`src/rtl/alu_op_sequencer.sv`:
```
// T-state control sequencer for the ALU/RY/RZ stage: accepts one decoded
// register-register instruction and drives bus, load enables and MUL/DIV handshake.
module alu_op_sequencer #(
  parameter int unsigned NUM_REGS = 16,
  parameter int unsigned SEL_W    = 4,
  parameter int unsigned MAX_WAIT = 64
) (
  input  logic                clock,
  input  logic                clear,
  input  logic                instr_valid,
  output logic                instr_ready,
  input  logic [3:0]          instr_op,
  input  logic [SEL_W-1:0]    instr_ra,
  input  logic [SEL_W-1:0]    instr_rb,
  input  logic [SEL_W-1:0]    instr_rc,
  input  logic                alu_done,
  output logic [3:0]          opcode,
  output logic [4:0]          bus_sel,
  output logic                RYIn,
  output logic                RZLoIn,
  output logic                RZHiIn,
  output logic [NUM_REGS-1:0] reg_in,
  output logic                alu_start,
  output logic                busy,
  output logic                err
);

  localparam int unsigned     CNT_W    = $clog2(MAX_WAIT + 1);
  localparam logic [CNT_W-1:0] CNT_LAST = CNT_W'(MAX_WAIT - 1);
  localparam logic [4:0]      BUS_RZLO = 5'd16;
  localparam logic [4:0]      BUS_NONE = 5'd31;

  typedef enum logic [2:0] {S_IDLE, S_T0, S_T1, S_T2, S_WAIT} state_t;

  state_t              r_state;
  logic [3:0]          r_op;
  logic [SEL_W-1:0]    r_ra, r_rb, r_rc;
  logic [CNT_W-1:0]    r_wait_cnt;
  logic                r_instr_ready, r_busy, r_err;
  logic [3:0]          r_opcode;
  logic [4:0]          r_bus_sel;
  logic                r_ryin, r_rzloin, r_rzhiin, r_alu_start;
  logic [NUM_REGS-1:0] r_reg_in;

  state_t              w_state_nxt;
  logic [3:0]          w_op_nxt;
  logic [SEL_W-1:0]    w_ra_nxt, w_rb_nxt, w_rc_nxt;
  logic [CNT_W-1:0]    w_cnt_nxt;
  logic                w_zdone;
  logic                w_ready_nxt, w_busy_nxt, w_err_nxt;
  logic [3:0]          w_opcode_nxt;
  logic [4:0]          w_bus_nxt;
  logic                w_ry_nxt, w_rzlo_nxt, w_rzhi_nxt, w_start_nxt;
  logic [NUM_REGS-1:0] w_reg_in_nxt;

  function automatic logic is_unary(input logic [3:0] op);
    return (op == 4'd10) || (op == 4'd11);
  endfunction

  function automatic logic is_muldiv(input logic [3:0] op);
    return (op == 4'd8) || (op == 4'd9);
  endfunction

  function automatic logic [4:0] reg_sel(input logic [SEL_W-1:0] idx);
    return 5'(32'(idx) % NUM_REGS);
  endfunction

  function automatic logic [NUM_REGS-1:0] reg_onehot(input logic [SEL_W-1:0] idx);
    return NUM_REGS'(1) << (32'(idx) % NUM_REGS);
  endfunction

  always_comb begin
    w_state_nxt = r_state;
    w_op_nxt    = r_op;
    w_ra_nxt    = r_ra;
    w_rb_nxt    = r_rb;
    w_rc_nxt    = r_rc;
    w_cnt_nxt   = r_wait_cnt;
    w_err_nxt   = 1'b0;
    w_zdone     = 1'b0;

    case (r_state)
      S_IDLE: begin
        if (instr_valid) begin
          if (instr_op >= 4'd12) begin
            w_err_nxt = 1'b1;
          end else begin
            w_op_nxt    = instr_op;
            w_ra_nxt    = instr_ra;
            w_rb_nxt    = instr_rb;
            w_rc_nxt    = instr_rc;
            w_state_nxt = is_unary(instr_op) ? S_T1 : S_T0;
          end
        end
      end
      S_T0: w_state_nxt = S_T1;
      S_T1: begin
        if (is_muldiv(r_op)) begin
          w_state_nxt = S_WAIT;
          w_cnt_nxt   = '0;
        end else begin
          w_state_nxt = S_T2;
        end
      end
      S_T2: w_state_nxt = S_IDLE;
      S_WAIT: begin
        // alu_done wins over a simultaneous timeout
        if (alu_done) begin
          w_state_nxt = S_IDLE;
          w_zdone     = 1'b1;
        end else if (r_wait_cnt == CNT_LAST) begin
          w_state_nxt = S_IDLE;
          w_err_nxt   = 1'b1;
        end else begin
          w_cnt_nxt = r_wait_cnt + CNT_W'(1);
        end
      end
      default: w_state_nxt = S_IDLE;
    endcase
  end

  // Outputs are decoded from the upcoming state so every output is a flop
  always_comb begin
    w_ready_nxt  = 1'b0;
    w_busy_nxt   = 1'b1;
    w_bus_nxt    = BUS_NONE;
    w_opcode_nxt = r_opcode;
    w_ry_nxt     = 1'b0;
    w_rzlo_nxt   = 1'b0;
    w_rzhi_nxt   = 1'b0;
    w_start_nxt  = 1'b0;
    w_reg_in_nxt = '0;

    case (w_state_nxt)
      S_IDLE: begin
        w_ready_nxt = 1'b1;
        w_busy_nxt  = 1'b0;
        w_rzlo_nxt  = w_zdone;
        w_rzhi_nxt  = w_zdone;
      end
      S_T0: begin
        w_bus_nxt = reg_sel(w_rb_nxt);
        w_ry_nxt  = 1'b1;
      end
      S_T1: begin
        w_bus_nxt    = is_unary(w_op_nxt) ? reg_sel(w_rb_nxt) : reg_sel(w_rc_nxt);
        w_opcode_nxt = w_op_nxt;
        if (is_muldiv(w_op_nxt)) w_start_nxt = 1'b1;
        else                     w_rzlo_nxt  = 1'b1;
      end
      S_WAIT: begin
        w_bus_nxt    = reg_sel(w_rc_nxt);
        w_opcode_nxt = w_op_nxt;
      end
      S_T2: begin
        w_bus_nxt    = BUS_RZLO;
        w_reg_in_nxt = reg_onehot(w_ra_nxt);
      end
      default: ;
    endcase
  end

  always_ff @(posedge clock) begin
    if (!clear) begin
      r_state       <= S_IDLE;
      r_op          <= '0;
      r_ra          <= '0;
      r_rb          <= '0;
      r_rc          <= '0;
      r_wait_cnt    <= '0;
      r_instr_ready <= 1'b1;
      r_busy        <= 1'b0;
      r_err         <= 1'b0;
      r_opcode      <= '0;
      r_bus_sel     <= BUS_NONE;
      r_ryin        <= 1'b0;
      r_rzloin      <= 1'b0;
      r_rzhiin      <= 1'b0;
      r_alu_start   <= 1'b0;
      r_reg_in      <= '0;
    end else begin
      r_state       <= w_state_nxt;
      r_op          <= w_op_nxt;
      r_ra          <= w_ra_nxt;
      r_rb          <= w_rb_nxt;
      r_rc          <= w_rc_nxt;
      r_wait_cnt    <= w_cnt_nxt;
      r_instr_ready <= w_ready_nxt;
      r_busy        <= w_busy_nxt;
      r_err         <= w_err_nxt;
      r_opcode      <= w_opcode_nxt;
      r_bus_sel     <= w_bus_nxt;
      r_ryin        <= w_ry_nxt;
      r_rzloin      <= w_rzlo_nxt;
      r_rzhiin      <= w_rzhi_nxt;
      r_alu_start   <= w_start_nxt;
      r_reg_in      <= w_reg_in_nxt;
    end
  end

  assign instr_ready = r_instr_ready;
  assign busy        = r_busy;
  assign err         = r_err;
  assign opcode      = r_opcode;
  assign bus_sel     = r_bus_sel;
  assign RYIn        = r_ryin;
  assign RZLoIn      = r_rzloin;
  assign RZHiIn      = r_rzhiin;
  assign alu_start   = r_alu_start;
  assign reg_in      = r_reg_in;

endmodule

```
`config.mk`:
```
export PLATFORM = sky130hd
export DESIGN_NAME = alu_op_sequencer
export DESIGN_NICKNAME = d
export VERILOG_FILES = /design/src/rtl/alu_op_sequencer.sv
export SDC_FILE = /design/constraint.sdc
export NUM_CORES = 1
export LEC_CHECK = 0
export BUFFER_PORTS_ARGS = -buffer_cell sky130_fd_sc_hd__buf_2
export CORE_UTILIZATION = 50
export CTS_CLUSTER_SIZE = 25
export DETAILED_ROUTE_END_ITERATION = 16
export PLACE_DENSITY = 0.75
export SLEW_MARGIN = 20
export SYNTH_ARGS = -nofsm -noshare
export SYNTH_HDL_FRONTEND = slang
export SYNTH_SLANG_ARGS = --single-unit
```
`constraint.sdc`:
```
create_clock -name clock -period 2.36 [get_ports clock]
set_input_delay 0.236 -clock clock [delete_from_list [all_inputs] [get_ports clock]]
set_output_delay 0.236 -clock clock [all_outputs]
set_load 0.02 [all_outputs]
```
==> results of run 1 <==
## final cells by class
cell class                      instances  area (sq um)  share of cell area
Sequential cell                        58          1160               0.412
Multi-Input combinational cell        174          1060               0.376
Timing Repair Buffer                   60           323               0.115
Clock buffer                           10           128              0.0453
Tap cell                               52          65.1              0.0231
Clock inverter                          6          57.6              0.0204
Inverter                                7          26.3             0.00932
## worst max-delay path by stage
stage / slack [ns] / depth (start not counted) / start / end
after floorplan: 0.62 / 5 / r_state[1] / opcode[2]
after CTS: 0.34 / 4 / r_state[0] / bus_sel[3]
after global placement: 0.41 / 4 / r_state[0] / bus_sel[2]
final: 0.33 / 4 / r_state[0] / bus_sel[3]
after global routing: 0.22 / 4 / r_state[0] / bus_sel[0]
after detailed placement: 0.34 / 4 / r_state[0] / bus_sel[3]
## cell usage in the layout, fill, tap and decap left out, types with 5 or more instances in the layout
| master | Yosys | layout |
|---|---|---|
| a21oi_1 | 22 | 22 |
| and2_1 | 5 | 5 |
| buf_2 | 6 | 51 |
| buf_4 | 0 | 9 |
| clkbuf_8 | 0 | 9 |
| dfxtp_1 | 58 | 58 |
| inv_1 | 6 | 6 |
| nand2_1 | 29 | 29 |
| nand3_1 | 10 | 10 |
| nor2_1 | 27 | 27 |
| nor4b_2 | 4 | 5 |
| o2111ai_1 | 5 | 5 |
| o21ai_0 | 5 | 5 |
| o21ai_1 | 6 | 6 |
## worst max-delay path, delay by kind of cell (launching register included)
family	cells	cell delay [ns]
compound gates	1	0.14
flops	1	0.40
mux	1	0.29
simple gates	2	1.07
## power by group through the flow
stage | clock [mW] | sequential, mW | combinational, mW
finish | 0.862 | 1.06 | 0.293
floorplan | 0 | 1.10 | 0.185
CTS | 0.876 | 1.06 | 0.294
global route | 0.917 | 1.07 | 0.323
global placement | 0 | 1.08 | 0.290
detailed placement | 0 | 1.08 | 0.294
## flip-flops by register name, indices dropped and copies added (netlist names), 3 cells and up
register    cells
r_ra            4
r_op            4
r_rc            4
opcode          4
reg_in         16
r_rb            4
r_wait_cnt      7
r_state         3
bus_sel         5
## per-stage QoR
step / power [mW] / setup slack [ns] / util / instances / hold WS, ns
floorplan: 1.29 / 0.621 / - / 252 / 0.364
global placement: 1.37 / 0.414 / 0.601 / 351 / 0.442
detailed placement: 1.38 / 0.338 / 0.601 / 351 / 0.452
CTS: 2.23 / 0.338 / 0.643 / 367 / 0.120
global route: 2.31 / 0.221 / 0.643 / 367 / 0.142
finish: 2.22 / 0.334 / 0.643 / 367 / 0.132
## layer usage
layer	track usage	wire, microns
met3	0.0577	304
met4	0.136	134
met1	0.257	2210
met2	0.325	2200
met5	0	0
## kinds of logic after synthesis
| group | synth area share |
|---|---|
| fa+ha+maj | 0.00541 |
| mux | 0.0368 |
| compound gates | 0.168 |
| simple gates | 0.245 |
| flops | 0.502 |
| buf+inv | 0.0422 |
==> results.cfg, run 1 <==
[synthesis]
syn_nets = 273
syn_inst = 252
synth_area_per_cell_sq_um = 9.17
synth.most_common_cell = dfxtp_1
synth_area_sq_um = 2310
ys_top_cells_by_area = dfxtp_1 50%, a21oi_1 4.8%, nand2_1 4.7%
synthTopCellsByCount = 58 x dfxtp_1, 29 x nand2_1, 27 x nor2_1, 22 x a21oi_1, 10 x nand3_1
synth.yosys.seq_area_share = 0.502
synth_top_area_frac = 0.502
synth_warnings = 0
synth-edff-count = 0
synthArstFlopShare = 0
synth_cell_types = 44
synth_top_area_cell = dfxtp_1
ys.flop_type = dfxtp_1
ys_ff_latch = 58

[setup_path]
path_cells = or4b_4 > nor2_4 > mux2i_1 > o2111ai_1
crit_arrival_ns = 2.24
critPathLaunchType = flop
critPathCaptureType = flop
reg2reg_from = r_state[0]
critPathMaxStageDelay_ns = 0.68
r2r_end = bus_sel[3]
path_class = flop to flop
cp.required_ns = 2.57
crit_path_top_delay_cell = or4b_4
r2r_cells = 4
critical_path.max_fanout = 14
rrSetupSlack_ns = 0.33

[clock_network]
htree_num_levels = 3
cts-buffers-inserted = 9
clkSinkCount = 58
cts_root_buffer = clkbuf_8
cts_setup_buffers = 0
postCtsResizedCells = 0
clkSlewWorstSetupHoldPaths_ns = 0.06
cts.path.max_buffers = 2
cts_tree = yes
clkLatencyLatePin_ns = 0.34
cts_hold_buf = 0

[timing]
period_needed_ns = 2.03
drv_slew = 0
setup_tns_ns = 0
max_freq_mhz = 494
grt_setup_unrepaired = false
setup_viol = 0
final.setup_skew_ns = 0.00495
worstMarginPinSlew_ns = 0.514
fin_crit_sh = 0.858
hold_viol = 0
maxSlewHeadroom = 0.654

[pwr]
pwr-share-comb = 0.132
ir_worst_vdd_mv = 0.572
powerDensity_nw_per_um2 = 786
intPower_mw = 1.62
pwr-share-seq = 0.479
clkPwrFrac = 0.389
p_sw_frac = 0.267
p_leak_nw = 1.16
p_sw_uw = 592

[worst_hold_path]
hold_path_class = input port to flop
whs_endpoint = bus_sel[1]
worstHoldPathCells = 3
hold_start = instr_rb[1]

[die]
die_y_microns = 70.0
die-area_sq_um = 4900
die_x_microns = 70.0
core_area_sq_um = 4380
pin_count = 52
initial_core_util = 0.527
num_rows = 24

[global_routing]
grt_max_degree = 22
grtUsageTotal = 0.210
grt_pass1_wl_microns = 8010
first_global_vias = 1826
grt-ovfl-total = 0
antenna_found_initial = 0

[routing]
viasPerCell = 5.40
postRouteAntennaNets = 0
drc = 0
drt_pre_antenna_iters = 4
routed-via-count = 1983
post_drt_wl_per_cell_microns = 13.2
drt_wl_total_microns = 4850
drtIter0Drc = 110

[layout]
diodes = 0
nFillCells = 392
drive_gt1_frac = 0.283
area_delta_synth_final_pct = 22.0
final_area_sq_um = 2820
finalNetCount = 331

[status]
run_status = finished, final reports clean

[placed_design]
placed_area_sq_um = 2630
port-buffer-count = 51
gp_congestion = 0.839
dpl.hpwl_microns = 3470

[job]
maxCapViolations = 0
(Power assumes the default switching activity.)
==> run 2: changes to the inputs <==
--- a/config.mk
+++ b/config.mk
@@ -10,6 +10,7 @@
 export CTS_CLUSTER_SIZE = 25
 export DETAILED_ROUTE_END_ITERATION = 16
 export PLACE_DENSITY = 0.75
+export REMOVE_ABC_BUFFERS = 1
 export SLEW_MARGIN = 20
 export SYNTH_ARGS = -nofsm -noshare
 export SYNTH_HDL_FRONTEND = slang
==> run 2 against run 1 <==
  * Critical endpoint is now bus_sel[1]
  * Flip-flop and latch count did not move
  * Sequential power barely moved
  * Wire length fell by 2.2%
  * Clock power fell by 4.5%
  * Worst hold slack improved by 0.0059 ns
  * Clock skew rose by 0.0010 ns
  * Sequential share of layout area rose by 0.15 points
  * Fmax rose by 0.29%
  * Cell count fell by 0.27%
  * Register-to-register slack barely moved
  * Utilization fell by 0.23 points
==> results.cfg, run 2 (same netlist as run 1, synthesis figures left out) <==
[status]
run_status = finished, final reports clean

[pwr]
powerDensity_nw_per_um2 = 776
p_leak_nw = 1.15
ir_worst_vdd_mv = 0.431

[timing]
period_needed_ns = 2.02
final.setup_skew_ns = 0.00598
setup_viol = 0
worstMarginPinSlew_ns = 0.659
max_freq_mhz = 495
setup_tns_ns = 0
hold_viol = 0
fin_crit_sh = 0.856
drv_slew = 0
grt_setup_unrepaired = false
setup_ws_ns = 0.340
maxSlewHeadroom = 0.559

[clock_network]
htree_num_levels = 3
clkSinkCount = 58
clkLatencyLatePin_ns = 0.33
cts_hold_buf = 0
clkSlewWorstSetupHoldPaths_ns = 0.06
cts_root_buffer = clkbuf_8
cts.path.max_buffers = 2
postCtsResizedCells = 0
cts_setup_buffers = 0
cts-buffers-inserted = 9
cts_tree = yes

[routing]
viasPerCell = 5.40
postRouteAntennaNets = 0
drc = 0
drt_wl_total_microns = 4750
routed-via-count = 1978
drtIter0Drc = 110
drt_pre_antenna_iters = 4
post_drt_wl_per_cell_microns = 13.0

[setup_path]
critPathLaunchType = flop
critPathCaptureType = flop
crit_arrival_ns = 2.22
path_class = flop to flop
cp.required_ns = 2.56
critical_path.max_fanout = 14

[global_routing]
use_met3 = 0.0722
grt_use_met2 = 0.316
first_global_vias = 1761
grt-ovfl-total = 0
grt_max_degree = 16
top_usage_layer = met2
grt_pass1_wl_microns = 7910
antenna_found_initial = 0
grt_use_met1 = 0.262
grtUsageTotal = 0.209

[layout]
finalNetCount = 330
diodes = 0
final_cells = 366
largest_register_ffs = 16
drive_gt1_frac = 0.277
nFillCells = 374
seq_area_sq_um = 1160
final_common_cell = dfxtp_1
area_delta_synth_final_pct = 21.5
mostFrequentLayoutCells = 58 x dfxtp_1, 51 x buf_2, 29 x nand2_1, 27 x nor2_1, 22 x a21oi_1
multiInputGateArea_sq_um = 1060

[placed_design]
pre_cts_ws_ns = 0.348
dpl.hpwl_microns = 3320
post-place-cells = 350
gp_congestion = 0.827
port-buffer-count = 51

[job]
maxCapViolations = 0

[die]
die-area_sq_um = 4900
pin_count = 52
core_area_sq_um = 4380
die_y_microns = 70.0
num_rows = 24
initial_core_util = 0.527
die_x_microns = 70.0

[worst_hold_path]
hold_path_class = input port to flop
[run 2: through the flow]
stage | power, mW | area, sq um | hold WS (ns) | utilization
finish | 2.18 | 2810 | 0.138 | 0.641
global route | 2.28 | 2810 | 0.145 | 0.641
CTS | 2.20 | 2810 | 0.122 | 0.641
detailed placement | 1.38 | 2630 | 0.446 | 0.599
global placement | 1.37 | 2630 | 0.442 | 0.599
floorplan | 1.27 | 2240 | 0.354 | -
[run 2: worst max-delay path, cell delays in order (launching register included)]
cell,delay (ns)
dfxtp_1,0.39
or4b_4,0.69
nor2_4,0.38
mux2i_1,0.28
o2111ai_1,0.14
[run 2: area by class of cell]
type	instances	area share
clock inverter	2	0.00356
multi-input combinational	174	0.377
clock buffer	14	0.0615
sequential	58	0.413
inverter	7	0.00935
tap	52	0.0232
timing repair buffer	59	0.112
[run 2: power breakdown]
group | switching (mW) | internal, mW
clock network | 0.359 | 0.464
logic | 0.182 | 0.114
registers | 0.0297 | 1.03
[run 2: worst paths after layout]
check | slack [ns] | endpoint | startpoint | cells after the start
setup / recovery | 0.34 | bus_sel[1] | r_state[0] | 4
hold reg to reg | 0.45 | r_rb[2] | r_rb[2] | 2
setup reg to reg | 0.34 | bus_sel[1] | r_state[0] | 4
hold / removal | 0.14 | bus_sel[0] | instr_rb[0] | 3
[run 2: routing by layer]
| metal | wire (microns) | vias to the layer above |
|---|---|---|
| met2 | 2120 | 53 |
| li1 | - | 1013 |
| met4 | 100 | 0 |
| met3 | 245 | 9 |
| met1 | 2280 | 903 |
| met5 | 0 | - |
==> run 3: changes to the inputs <==
--- a/config.mk
+++ b/config.mk
@@ -6,10 +6,9 @@
 export NUM_CORES = 1
 export LEC_CHECK = 0
 export BUFFER_PORTS_ARGS = -buffer_cell sky130_fd_sc_hd__buf_2
-export CORE_UTILIZATION = 50
+export CORE_UTILIZATION = 33
 export CTS_CLUSTER_SIZE = 25
 export DETAILED_ROUTE_END_ITERATION = 16
-export PLACE_DENSITY = 0.75
 export REMOVE_ABC_BUFFERS = 1
 export SLEW_MARGIN = 20
 export SYNTH_ARGS = -nofsm -noshare
==> run 3 against run 2 <==
  * Clock skew fell by 0.0012 ns
  * First-iteration DRC count rose by 45%
  * Setup slack got worse by 0.029 ns
  * Flip-flop and latch count did not move
  * Sequential share of layout area fell by 1.1 points
  * Worst hold slack got worse by 0.013 ns
  * Critical path depth rose by 1
  * Utilization fell by 22 points
  * Fmax fell by 1.4%
  * Cell area rose by 2.7%
  * Sequential power barely moved
  * Largest cell class unchanged
  * Highest routed layer unchanged
==> results.cfg, run 3 (same netlist as run 1, synthesis figures left out) <==
[placed_design]
dpl.hpwl_microns = 3800
port-buffer-count = 51
post-place-cells = 395
gp_congestion = 0.864

[job]
maxCapViolations = 0

[timing]
hold_viol = 0
setup_viol = 0
final.setup_skew_ns = 0.00480
grt_setup_unrepaired = false
drv_slew = 0
worstMarginPinSlew_ns = 0.515
fin_crit_sh = 0.868
max_freq_mhz = 488
setup_tns_ns = 0
period_needed_ns = 2.05
maxSlewHeadroom = 0.656

[die]
pin_count = 52
die_x_microns = 85.7
die-area_sq_um = 7340
initial_core_util = 0.340
num_rows = 30
core_area_sq_um = 6790
die_y_microns = 85.7

[worst_hold_path]
hold_path_class = input port to flop
whs_endpoint = bus_sel[0]
worstHoldPathCells = 3
hold_start = instr_rb[0]

[status]
run_status = finished, final reports clean

[clock_network]
cts_tree = yes
cts.path.max_buffers = 2
cts_root_buffer = clkbuf_8
cts-buffers-inserted = 9
clkSlewWorstSetupHoldPaths_ns = 0.07
cts_setup_buffers = 0
clkSinkCount = 58
cts_hold_buf = 0
postCtsResizedCells = 0
clkLatencyLatePin_ns = 0.34
htree_num_levels = 3

[pwr]
powerDensity_nw_per_um2 = 789
ir_worst_vdd_mv = 0.335
p_leak_nw = 1.16
total_power_mw = 2.27

[setup_path]
critical_path.max_fanout = 8
r2r_end = opcode[3]
cp.required_ns = 2.58
path_class = flop to flop
crit_arrival_ns = 2.27
critPathCaptureType = flop
r2r_cells = 5
reg2reg_from = r_wait_cnt[0]
critPathLaunchType = flop
rrSetupSlack_ns = 0.31

[layout]
finalNetCount = 331
final_cells = 411
seq_area_sq_um = 1160
nFillCells = 698
drive_gt1_frac = 0.283
largest_register_ffs = 16
area_delta_synth_final_pct = 24.8
diodes = 0
multiInputGateArea_sq_um = 1060
final_common_cell = dfxtp_1
mostFrequentLayoutCells = 58 x dfxtp_1, 51 x buf_2, 29 x nand2_1, 27 x nor2_1, 22 x a21oi_1

[routing]
viasPerCell = 4.85
drt_wl_total_microns = 5390
drt_pre_antenna_iters = 6
routed-via-count = 1995
drc = 0
drtIter0Drc = 160
post_drt_wl_per_cell_microns = 13.1
postRouteAntennaNets = 0

[global_routing]
grt_max_degree = 16
first_global_vias = 1874
antenna_found_initial = 0
grt-ovfl-total = 0
grtUsageTotal = 0.158
grt_pass1_wl_microns = 8890
-- run 3: worst max-delay path by stage --
stage,startpoint,end,slack [ns],cells after the start
3_5_place_dp,r_wait_cnt[0],opcode[0],0.32,5
5_1_grt,r_wait_cnt[0],opcode[2],0.07,5
6_report,r_wait_cnt[0],opcode[3],0.31,5
3_3_place_gp,r_state[0],bus_sel[0],0.41,4
2_1_floorplan,r_state[0],reg_in[4],0.04,4
4_1_cts,r_wait_cnt[0],opcode[3],0.28,5
-- run 3: power by group --
group	internal (mW)	switching (mW)	leakage, nW
registers	1.03	0.0326	0.472
logic	0.116	0.188	0.588
clock network	0.513	0.395	0.103
total	1.66	0.615	1.16
-- run 3: worst max-delay path, stage by stage (launching register included) --
cell     delay [ns]
dfxtp_1        0.39
ha_1           0.21
nand4_1        0.22
o21ai_1        0.48
nand3_1        0.30
mux2_2         0.34
-- run 3: metrics by stage --
step | instance area [sq um] | setup WS [ns] | hold slack [ns] | utilization
6_report | 2880 | 0.311 | 0.125 | 0.424
4_1_cts | 2880 | 0.282 | 0.111 | 0.424
3_3_place_gp | 2690 | 0.409 | 0.443 | 0.396
3_5_place_dp | 2690 | 0.319 | 0.450 | 0.396
2_1_floorplan | 2240 | 0.0387 | 0.354 | -
5_1_grt | 2880 | 0.0743 | 0.127 | 0.424
-- run 3: layout make-up --
cell class	instances	share of cell area
repair buffers	60	0.112
flip-flops and latches	58	0.403
well taps	96	0.0416
inverters	7	0.00911
clock inverters	5	0.0187
clock buffers	11	0.0490
multi-input cells	174	0.367
-- run 3: metal layers --
layer  share of wire  vias up  global-route usage
li1                -     1016                   -
met1            0.48      916               0.200
met2            0.44       54               0.235
met3           0.059        9              0.0616
met4           0.018        0              0.0758
met5               0        -                   0
